### config.mk
export PLATFORM = sky130hd
export DESIGN_NAME = multicycle_control_unit
export DESIGN_NICKNAME = d
export VERILOG_FILES = /design/src/rtl/riscv_ctrl_pkg.sv /design/src/rtl/alu_decoder.sv /design/src/rtl/multicycle_control_unit.sv
export SDC_FILE = /design/constraint.sdc
export NUM_CORES = 1
export LEC_CHECK = 0
export CORE_MARGIN = 2
export CORE_UTILIZATION = 37
export DETAILED_ROUTE_END_ITERATION = 6
export PLACE_DENSITY = 0.75
export SYNTH_ARGS = -nofsm -noshare
export SYNTH_HDL_FRONTEND = slang
export SYNTH_SLANG_ARGS = --single-unit
### constraint.sdc
create_clock -name clk -period 1.4 [get_ports clk]
set_input_delay 0.21 -clock clk [delete_from_list [all_inputs] [get_ports clk]]
set_output_delay 0.21 -clock clk [all_outputs]
set_load 0.02 [all_outputs]
### src/rtl/riscv_ctrl_pkg.sv
// Shared types and encodings for the multicycle RV32I control unit.
package riscv_ctrl_pkg;

  typedef enum logic [3:0] {
    StFetch    = 4'd0,
    StDecode   = 4'd1,
    StMemAdr   = 4'd2,
    StMemRead  = 4'd3,
    StMemWb    = 4'd4,
    StMemWrite = 4'd5,
    StExecR    = 4'd6,
    StExecI    = 4'd7,
    StAluWb    = 4'd8,
    StBranch   = 4'd9,
    StJal      = 4'd10
  } state_t;

  // ALU operation class handed from the FSM to the ALU decoder
  typedef enum logic [1:0] {
    AluOpAdd   = 2'b00,
    AluOpSub   = 2'b01,
    AluOpFunct = 2'b10
  } alu_op_e;

  localparam logic [6:0] OpLoad   = 7'b0000011;
  localparam logic [6:0] OpStore  = 7'b0100011;
  localparam logic [6:0] OpRType  = 7'b0110011;
  localparam logic [6:0] OpIType  = 7'b0010011;
  localparam logic [6:0] OpBranch = 7'b1100011;
  localparam logic [6:0] OpJal    = 7'b1101111;

  localparam logic [2:0] AluAdd = 3'b000;
  localparam logic [2:0] AluSub = 3'b001;
  localparam logic [2:0] AluAnd = 3'b010;
  localparam logic [2:0] AluOr  = 3'b011;
  localparam logic [2:0] AluXor = 3'b100;
  localparam logic [2:0] AluSlt = 3'b101;

  localparam logic [1:0] ResAluOut    = 2'b00;
  localparam logic [1:0] ResReadData  = 2'b01;
  localparam logic [1:0] ResAluResult = 2'b10;

  localparam logic [1:0] SrcAPc    = 2'b00;
  localparam logic [1:0] SrcAOldPc = 2'b01;
  localparam logic [1:0] SrcARd1   = 2'b10;

  localparam logic [1:0] SrcBRd2  = 2'b00;
  localparam logic [1:0] SrcBImm  = 2'b01;
  localparam logic [1:0] SrcBFour = 2'b10;

  localparam logic [1:0] ImmI = 2'b00;
  localparam logic [1:0] ImmS = 2'b01;
  localparam logic [1:0] ImmB = 2'b10;
  localparam logic [1:0] ImmJ = 2'b11;

  // funct3 values the ALU decoder understands for R/I-type arithmetic
  function automatic logic alu_funct3_legal(input logic [2:0] funct3);
    case (funct3)
      3'b000, 3'b010, 3'b100, 3'b110, 3'b111: alu_funct3_legal = 1'b1;
      default:                                 alu_funct3_legal = 1'b0;
    endcase
  endfunction

endpackage

### src/rtl/alu_decoder.sv
// Maps the FSM's ALU operation class plus instruction fields to an alu_control code.
module alu_decoder
  import riscv_ctrl_pkg::*;
#(
  parameter int unsigned ALU_CTRL_W = 3
) (
  input  alu_op_e               i_alu_op,
  input  logic [2:0]            i_funct3,
  input  logic                  i_op_b5,
  input  logic                  i_funct7_b5,
  output logic [ALU_CTRL_W-1:0] o_alu_control
);

  logic [2:0] w_code;

  // Decode the 3-bit ALU code; unknown funct3 falls back to add (DECODE traps it anyway)
  always_comb begin
    w_code = AluAdd;
    case (i_alu_op)
      AluOpSub: w_code = AluSub;
      AluOpFunct: begin
        case (i_funct3)
          // op[5] separates R-type from I-type so addi never becomes sub
          3'b000:  w_code = (i_op_b5 && i_funct7_b5) ? AluSub : AluAdd;
          3'b010:  w_code = AluSlt;
          3'b100:  w_code = AluXor;
          3'b110:  w_code = AluOr;
          3'b111:  w_code = AluAnd;
          default: w_code = AluAdd;
        endcase
      end
      default: w_code = AluAdd;
    endcase
  end

  assign o_alu_control = ALU_CTRL_W'(w_code);

endmodule

### src/rtl/multicycle_control_unit.sv
// Multicycle RV32I control FSM: sequences fetch/decode/execute/memory/writeback.
module multicycle_control_unit
  import riscv_ctrl_pkg::*;
#(
  parameter int unsigned ALU_CTRL_W = 3,
  parameter bit          EN_BNE     = 1'b1,
  parameter bit          EN_JAL     = 1'b1
) (
  input  logic                  clk,
  input  logic                  rst,
  input  logic [6:0]            i_op,
  input  logic [2:0]            i_funct3,
  input  logic                  i_funct7_b5,
  input  logic                  i_zero,
  output logic                  o_pc_write,
  output logic                  o_adr_src,
  output logic                  o_mem_write,
  output logic                  o_ir_write,
  output logic [1:0]            o_result_src,
  output logic [1:0]            o_alu_src_a,
  output logic [1:0]            o_alu_src_b,
  output logic [1:0]            o_imm_src,
  output logic                  o_reg_write,
  output logic [ALU_CTRL_W-1:0] o_alu_control,
  output logic                  o_instr_done,
  output logic                  o_illegal_op
);

  state_t     r_state, w_next_state;
  alu_op_e    w_alu_op;
  logic       w_legal;
  logic       w_pc_write, w_adr_src, w_mem_write, w_ir_write, w_reg_write;
  logic       w_instr_done, w_illegal_op;
  logic [1:0] w_result_src, w_src_a, w_src_b, w_imm_src;

  // State register; reset aborts any in-flight instruction
  always_ff @(posedge clk or posedge rst) begin
    if (rst) r_state <= StFetch;
    else     r_state <= w_next_state;
  end

  // Opcode/funct3 legality, checked while in DECODE
  always_comb begin
    w_legal = 1'b0;
    case (i_op)
      OpLoad, OpStore:  w_legal = 1'b1;
      OpRType, OpIType: w_legal = alu_funct3_legal(i_funct3);
      OpBranch:         w_legal = (i_funct3 == 3'b000) || (EN_BNE && (i_funct3 == 3'b001));
      OpJal:            w_legal = EN_JAL;
      default:          w_legal = 1'b0;
    endcase
  end

  // Immediate format follows the opcode directly, independent of state
  always_comb begin
    w_imm_src = ImmI;
    case (i_op)
      OpStore:  w_imm_src = ImmS;
      OpBranch: w_imm_src = ImmB;
      OpJal:    w_imm_src = ImmJ;
      default:  w_imm_src = ImmI;
    endcase
  end

  // Next-state and Moore outputs; unknown encodings fall to default (all off, go FETCH)
  always_comb begin
    w_next_state = StFetch;
    w_pc_write   = 1'b0;
    w_adr_src    = 1'b0;
    w_mem_write  = 1'b0;
    w_ir_write   = 1'b0;
    w_reg_write  = 1'b0;
    w_instr_done = 1'b0;
    w_illegal_op = 1'b0;
    w_result_src = ResAluOut;
    w_src_a      = SrcAPc;
    w_src_b      = SrcBRd2;
    w_alu_op     = AluOpAdd;
    case (r_state)
      StFetch: begin
        w_ir_write   = 1'b1;
        w_pc_write   = 1'b1;
        w_src_b      = SrcBFour;
        w_result_src = ResAluResult;
        w_next_state = StDecode;
      end
      StDecode: begin
        // OldPC + imm lands in ALUOut as the branch/jump target
        w_src_a = SrcAOldPc;
        w_src_b = SrcBImm;
        if (!w_legal) begin
          w_illegal_op = 1'b1;
        end else begin
          case (i_op)
            OpLoad, OpStore: w_next_state = StMemAdr;
            OpRType:         w_next_state = StExecR;
            OpIType:         w_next_state = StExecI;
            OpBranch:        w_next_state = StBranch;
            OpJal:           w_next_state = StJal;
            default:         w_next_state = StFetch;
          endcase
        end
      end
      StMemAdr: begin
        w_src_a      = SrcARd1;
        w_src_b      = SrcBImm;
        w_next_state = (i_op == OpLoad) ? StMemRead : StMemWrite;
      end
      StMemRead: begin
        w_adr_src    = 1'b1;
        w_next_state = StMemWb;
      end
      StMemWb: begin
        w_result_src = ResReadData;
        w_reg_write  = 1'b1;
        w_instr_done = 1'b1;
      end
      StMemWrite: begin
        w_adr_src    = 1'b1;
        w_mem_write  = 1'b1;
        w_instr_done = 1'b1;
      end
      StExecR: begin
        w_src_a      = SrcARd1;
        w_alu_op     = AluOpFunct;
        w_next_state = StAluWb;
      end
      StExecI: begin
        w_src_a      = SrcARd1;
        w_src_b      = SrcBImm;
        w_alu_op     = AluOpFunct;
        w_next_state = StAluWb;
      end
      StAluWb: begin
        w_reg_write  = 1'b1;
        w_instr_done = 1'b1;
      end
      StBranch: begin
        // funct3[0] inverts the condition: beq takes on zero, bne on nonzero
        w_src_a      = SrcARd1;
        w_alu_op     = AluOpSub;
        w_pc_write   = i_zero ^ i_funct3[0];
        w_instr_done = 1'b1;
      end
      StJal: begin
        // PC+4 computed for the link; PC itself loads the target already in ALUOut
        w_src_a      = SrcAOldPc;
        w_src_b      = SrcBFour;
        w_pc_write   = 1'b1;
        w_next_state = StAluWb;
      end
      default: w_next_state = StFetch;
    endcase
  end

  alu_decoder #(
    .ALU_CTRL_W(ALU_CTRL_W)
  ) u_alu_decoder (
    .i_alu_op     (w_alu_op),
    .i_funct3     (i_funct3),
    .i_op_b5      (i_op[5]),
    .i_funct7_b5  (i_funct7_b5),
    .o_alu_control(o_alu_control)
  );

  // Hold every enable and mux select at zero while reset is asserted
  always_comb begin
    o_pc_write   = w_pc_write & ~rst;
    o_adr_src    = w_adr_src & ~rst;
    o_mem_write  = w_mem_write & ~rst;
    o_ir_write   = w_ir_write & ~rst;
    o_reg_write  = w_reg_write & ~rst;
    o_instr_done = w_instr_done & ~rst;
    o_illegal_op = w_illegal_op & ~rst;
    o_result_src = rst ? 2'b00 : w_result_src;
    o_alu_src_a  = rst ? 2'b00 : w_src_a;
    o_alu_src_b  = rst ? 2'b00 : w_src_b;
    o_imm_src    = rst ? 2'b00 : w_imm_src;
  end

endmodule
==> impl_metrics.yaml, run 1 <==
place:
  dpl_cell_area_sq_um: 1420
  port-buffer-count: 31
  gp_congestion: 0.825
  dp_hpwl_mm: 2.10
synthesis:
  syn-cell-area_sq_um: 734
  yosys.area.top_type: "dfrtp_1"
  synth_ff_type: "dfrtp_1"
  synth.distinct_cells: 43
  syn_inst: 93
  synth_warnings: 0
  synthMostInstantiatedCell: "nand2_1"
  yosys-top-cells-area: "dfrtp_1 14%, nor3_1 4.8%, xnor2_1 4.8%"
  synth-seq-cells: 4
  yosys.area.top_type_share_pct: 13.6
  synth_common_cells: "9 x nand2_1, 8 x nor2_1, 7 x nor3_1, 5 x inv_1"
  syn-num-nets: 109
  ys_seq_area_share_pct: 13.6
  syn_area_per_cell_sq_um: 7.90
  ys_async_sr_fraction_pct: 100
  synth-edff-count: 0
timing:
  worst-ep-kind: "top-level output"
  worstEndpointGrtRepair: "o_alu_control[1]"
floorplanning:
  die_w_um: 48.6
  initial_core_util_pct: 38.2
  io-pin-count: 32
  die-height_um: 48.6
  rows: 16
clock_network:
  numCtsBuffers: 3
  htreeDepth: 1
  clock_sinks: 4
  cts_buffer_depth: 2
  cts_root_buffer: "clkbuf_4"
run_status:
  stop_error: "[ERROR DPL-0033] detailed placement checks failed during check placement."
  status: "aborted with a tool error"
  lastStage: "global routing"
global_routing:
  grt_max_degree: 9
  antenna_found_initial: 1
==> cells by family after synthesis <==
kind of cell               share of synthesized area (%)
and+or+nand+nor                                     42.2
AOI/OAI and AO/OA                                   22.8
adders and majority gates                           3.41
xor gates and xnor gates                            7.15
buffers and inverters                               9.20
DFF                                                 13.6
muxes                                               1.53
==> through the flow <==
stage | hold WS, ns | instances | util, % | setup WS [ns] | setup TNS, ns
floorplan | 0.191 | 93 | - | -0.115 | -0.116
global placement | 0.640 | 184 | 73.9 | -0.815 | -11.05
detailed placement | 0.647 | 184 | 73.9 | -0.859 | -11.62
CTS | 0.226 | 203 | 90.7 | -0.413 | -5.17
==> repair_timing <==
item                       in CTS
resized for setup             154
hold buffers                    0
buffers inserted               17
pin swaps                      16
gates cloned                    1
setup endpoints to repair      22
==> inputs of run 2 (changes only) <==
- CORE_AREA: default -> 2 2 63 65
- CORE_MARGIN: 2 -> default
- CORE_UTILIZATION: 37 -> default
- DIE_AREA: default -> 0 0 65 67
- PLACE_DENSITY: 0.75 -> default
- PLACE_DENSITY_LB_ADDON: default -> 0.15
- clock period: 1.4 -> 1.8 ns (I/O delays scaled with it)
==> impl_metrics.yaml, run 2 <==
run_status:
  status: "finished with violations"
  violations: "negative setup slack"
timing:
  finalSetupViolCount: 1
  finalWorstSetupSlack_ns: -0.0197
  slew_headroom_pct: 80.4
  clock_skew_ns: 0.00129
  finalCritPeriodShare_pct: 101
  worst_slew_pin_slew_ns: 0.291
  rsz0062_at_grt: "true"
  final-max-slew-violation-count: 0
  period_needed_ns: 1.82
  fmax_mhz: 550
  finalHoldViolations: 0
floorplanning:
  initial_core_util_pct: 20.4
  die-area_sq_um: 4360
  core_sq_um: 3610
  die_w_um: 65
  die-height_um: 67
  io-pin-count: 32
  rows: 22
place:
  dp_hpwl_mm: 2.08
  gp_congestion: 0.801
  dpl_cell_area_sq_um: 1340
  post-place-ws_ns: -0.583
  placed_cells: 203
  port-buffer-count: 31
synthesis:
  yosys.area.top_type: "dfrtp_1"
  synth.distinct_cells: 43
  synth_ff_type: "dfrtp_1"
  yosys.area.top_type_share_pct: 13.6
  ys_seq_area_share_pct: 13.6
  synth_common_cells: "9 x nand2_1, 8 x nor2_1, 7 x nor3_1, 5 x inv_1"
  ys_async_sr_fraction_pct: 100
  synth-seq-cells: 4
  synth-simple-area-share_pct: 42.2
  syn_inst: 93
  synthMostInstantiatedCell: "nand2_1"
  yosys-top-cells-area: "dfrtp_1 14%, nor3_1 4.8%, xnor2_1 4.8%"
  synth_adder_area_share_pct: 3.41
  synth_xor_area_share_pct: 7.16
  synth_compound_gate_area_share_pct: 22.8
  syn-num-nets: 109
  syn-cell-area_sq_um: 734
  synth_mux_area_share_pct: 1.53
  synth-edff-count: 0
  syn_area_per_cell_sq_um: 7.90
  synth_warnings: 0
  synth_top_family_by_area: "simple AND/OR/NAND/NOR gates"
cells_and_area:
  finish.instance_area_sq_um: 1460
  diodes: 0
  final_common_cell: "buf_4"
  mostFrequentLayoutCells: "40 x buf_4, 10 x dlygate4sd2_1, 8 x nand2_1, 7 x nor2_1"
  fin_util_pct: 40.5
  largest_reg_flops: 4
  drive_gt1_share_pct: 52.1
  reg_top3: "r_state: 4 flops"
  nets: 181
  final_cells: 211
  regMostFlops: "r_state"
  area_delta_synth_final_pct: 99.0
global_routing:
  antenna_found_initial: 0
  first_global_vias: 968
  grt_max_degree: 12
  grt.total_usage_pct: 12.6
  grt_pass1_wl_mm: 4.26
  grt-ovfl-total: 0
setup_path:
  cp-end-kind: "primary output"
  crit_type: "reg2out"
  crit_required_ns: 1.53
  crit_fanout: 4
  worstPathArrival_ns: 1.55
  startpoint_type: "flop"
power_and_ir_drop:
  p_total_uw: 569
  vdd.ir_drop.worst_uv: 131
  p_per_area_nw_per_um2: 390
  p_leak_nw: 0.667
clock_network:
  cts_buffer_depth: 2
  htreeDepth: 1
  cts_tree: "done"
  clock_latency_ns: 0.22
  numCtsBuffers: 3
  clock_sinks: 4
  cts.clk_slew.worst_paths_ns: 0.03
  cts_root_buffer: "clkbuf_8"
  ctsHoldBuffers: 0
drt:
  drtAntennaViolNets: 0
  drc: 0
  firstDrtPassIters: 4
  routed_wl_mm: 2.60
  drt_iter0_drc: 23
  vias: 969
  vias_per_cell: 4.59
  wire_per_inst_um: 12.3
run:
  maxCapViolCount: 0
worst_hold_path:
  min_path_type: "in2async"
run 2: cell counts after synthesis:
Identical to the previous run, type by type.
run 2: cell type report:
| type | count | area [sq um] |
|---|---|---|
| tap | 48 | 60.1 |
| multi-input combinational | 77 | 656 |
| fill | 363 | 2140 |
| inverter | 5 | 18.8 |
| timing repair buffer | 74 | 584 |
| clock buffer | 3 | 41.3 |
| sequential | 4 | 101 |
run 2: per-stage QoR:
stage	hold slack [ns]	TNS, ns
3_5_place_dp	0.692	-6.22
2_1_floorplan	0.221	0
4_1_cts	0.408	-0.0867
6_report	0.419	-0.0197
5_1_grt	0.459	-0.141
3_3_place_gp	0.684	-6.25
run 2: report_power, final:
part           switching, mW  internal (mW)
Clock                 0.0420          0.142
Combinational          0.138          0.148
Sequential           0.00420         0.0948
run 2: path summary, 6_finish.rpt:
kind	to	cells past startpoint	slack [ns]	startpoint
worst max-delay path	o_alu_control[1]	5	-0.02	r_state[2]$_DFF_PP0_
min in group clk	r_state[1]$_DFF_PP0_	3	0.63	i_op[0]
worst max register to register	r_state[1]$_DFF_PP0_	6	0.41	r_state[1]$_DFF_PP0_
worst min-delay path	r_state[2]$_DFF_PP0_	4	0.42	rst
max in group asynchronous	r_state[2]$_DFF_PP0_	4	1.27	rst
worst min register to register	r_state[0]$_DFF_PP0_	2	0.70	r_state[0]$_DFF_PP0_
run 2: worst max-delay path: stages, from the launching register on:
cell and delay, ns:
dfrtp_2 0.44, buf_4 0.15, and2_4 0.14, ha_4 0.23
and4b_1 0.26, buf_6 0.12
run 2: kinds of logic after synthesis:
family                   count (synthesis)
buffers and inverters                   12
XOR/XNOR                                 6
adder cells (fa/ha/maj)                  2
multiplexers                             1
AND/OR/NAND/NOR                         47
flip-flops                               4
AO/OA/AOI/OAI                           21
run 2: layer usage:
| metal | vias up | wire, um | global-route usage (%) |
|---|---|---|---|
| li1 | 488 | - | - |
| met1 | 450 | 1070 | 13.9 |
| met2 | 28 | 1400 | 24.4 |
| met3 | 3 | 114 | 1.52 |
| met4 | 0 | 16 | 4.79 |
| met5 | - | 0 | 0 |
run 2: timing repair:
action / CTS / global route
setup endpoints to repair: 18 / 12
pin swaps: 4 / 7
hold endpoints to repair: 0 / 0
setup buffers: 4 / 1
gates resized for setup: 80 / 26
Note: power is estimated with default switching activity, not from simulation.
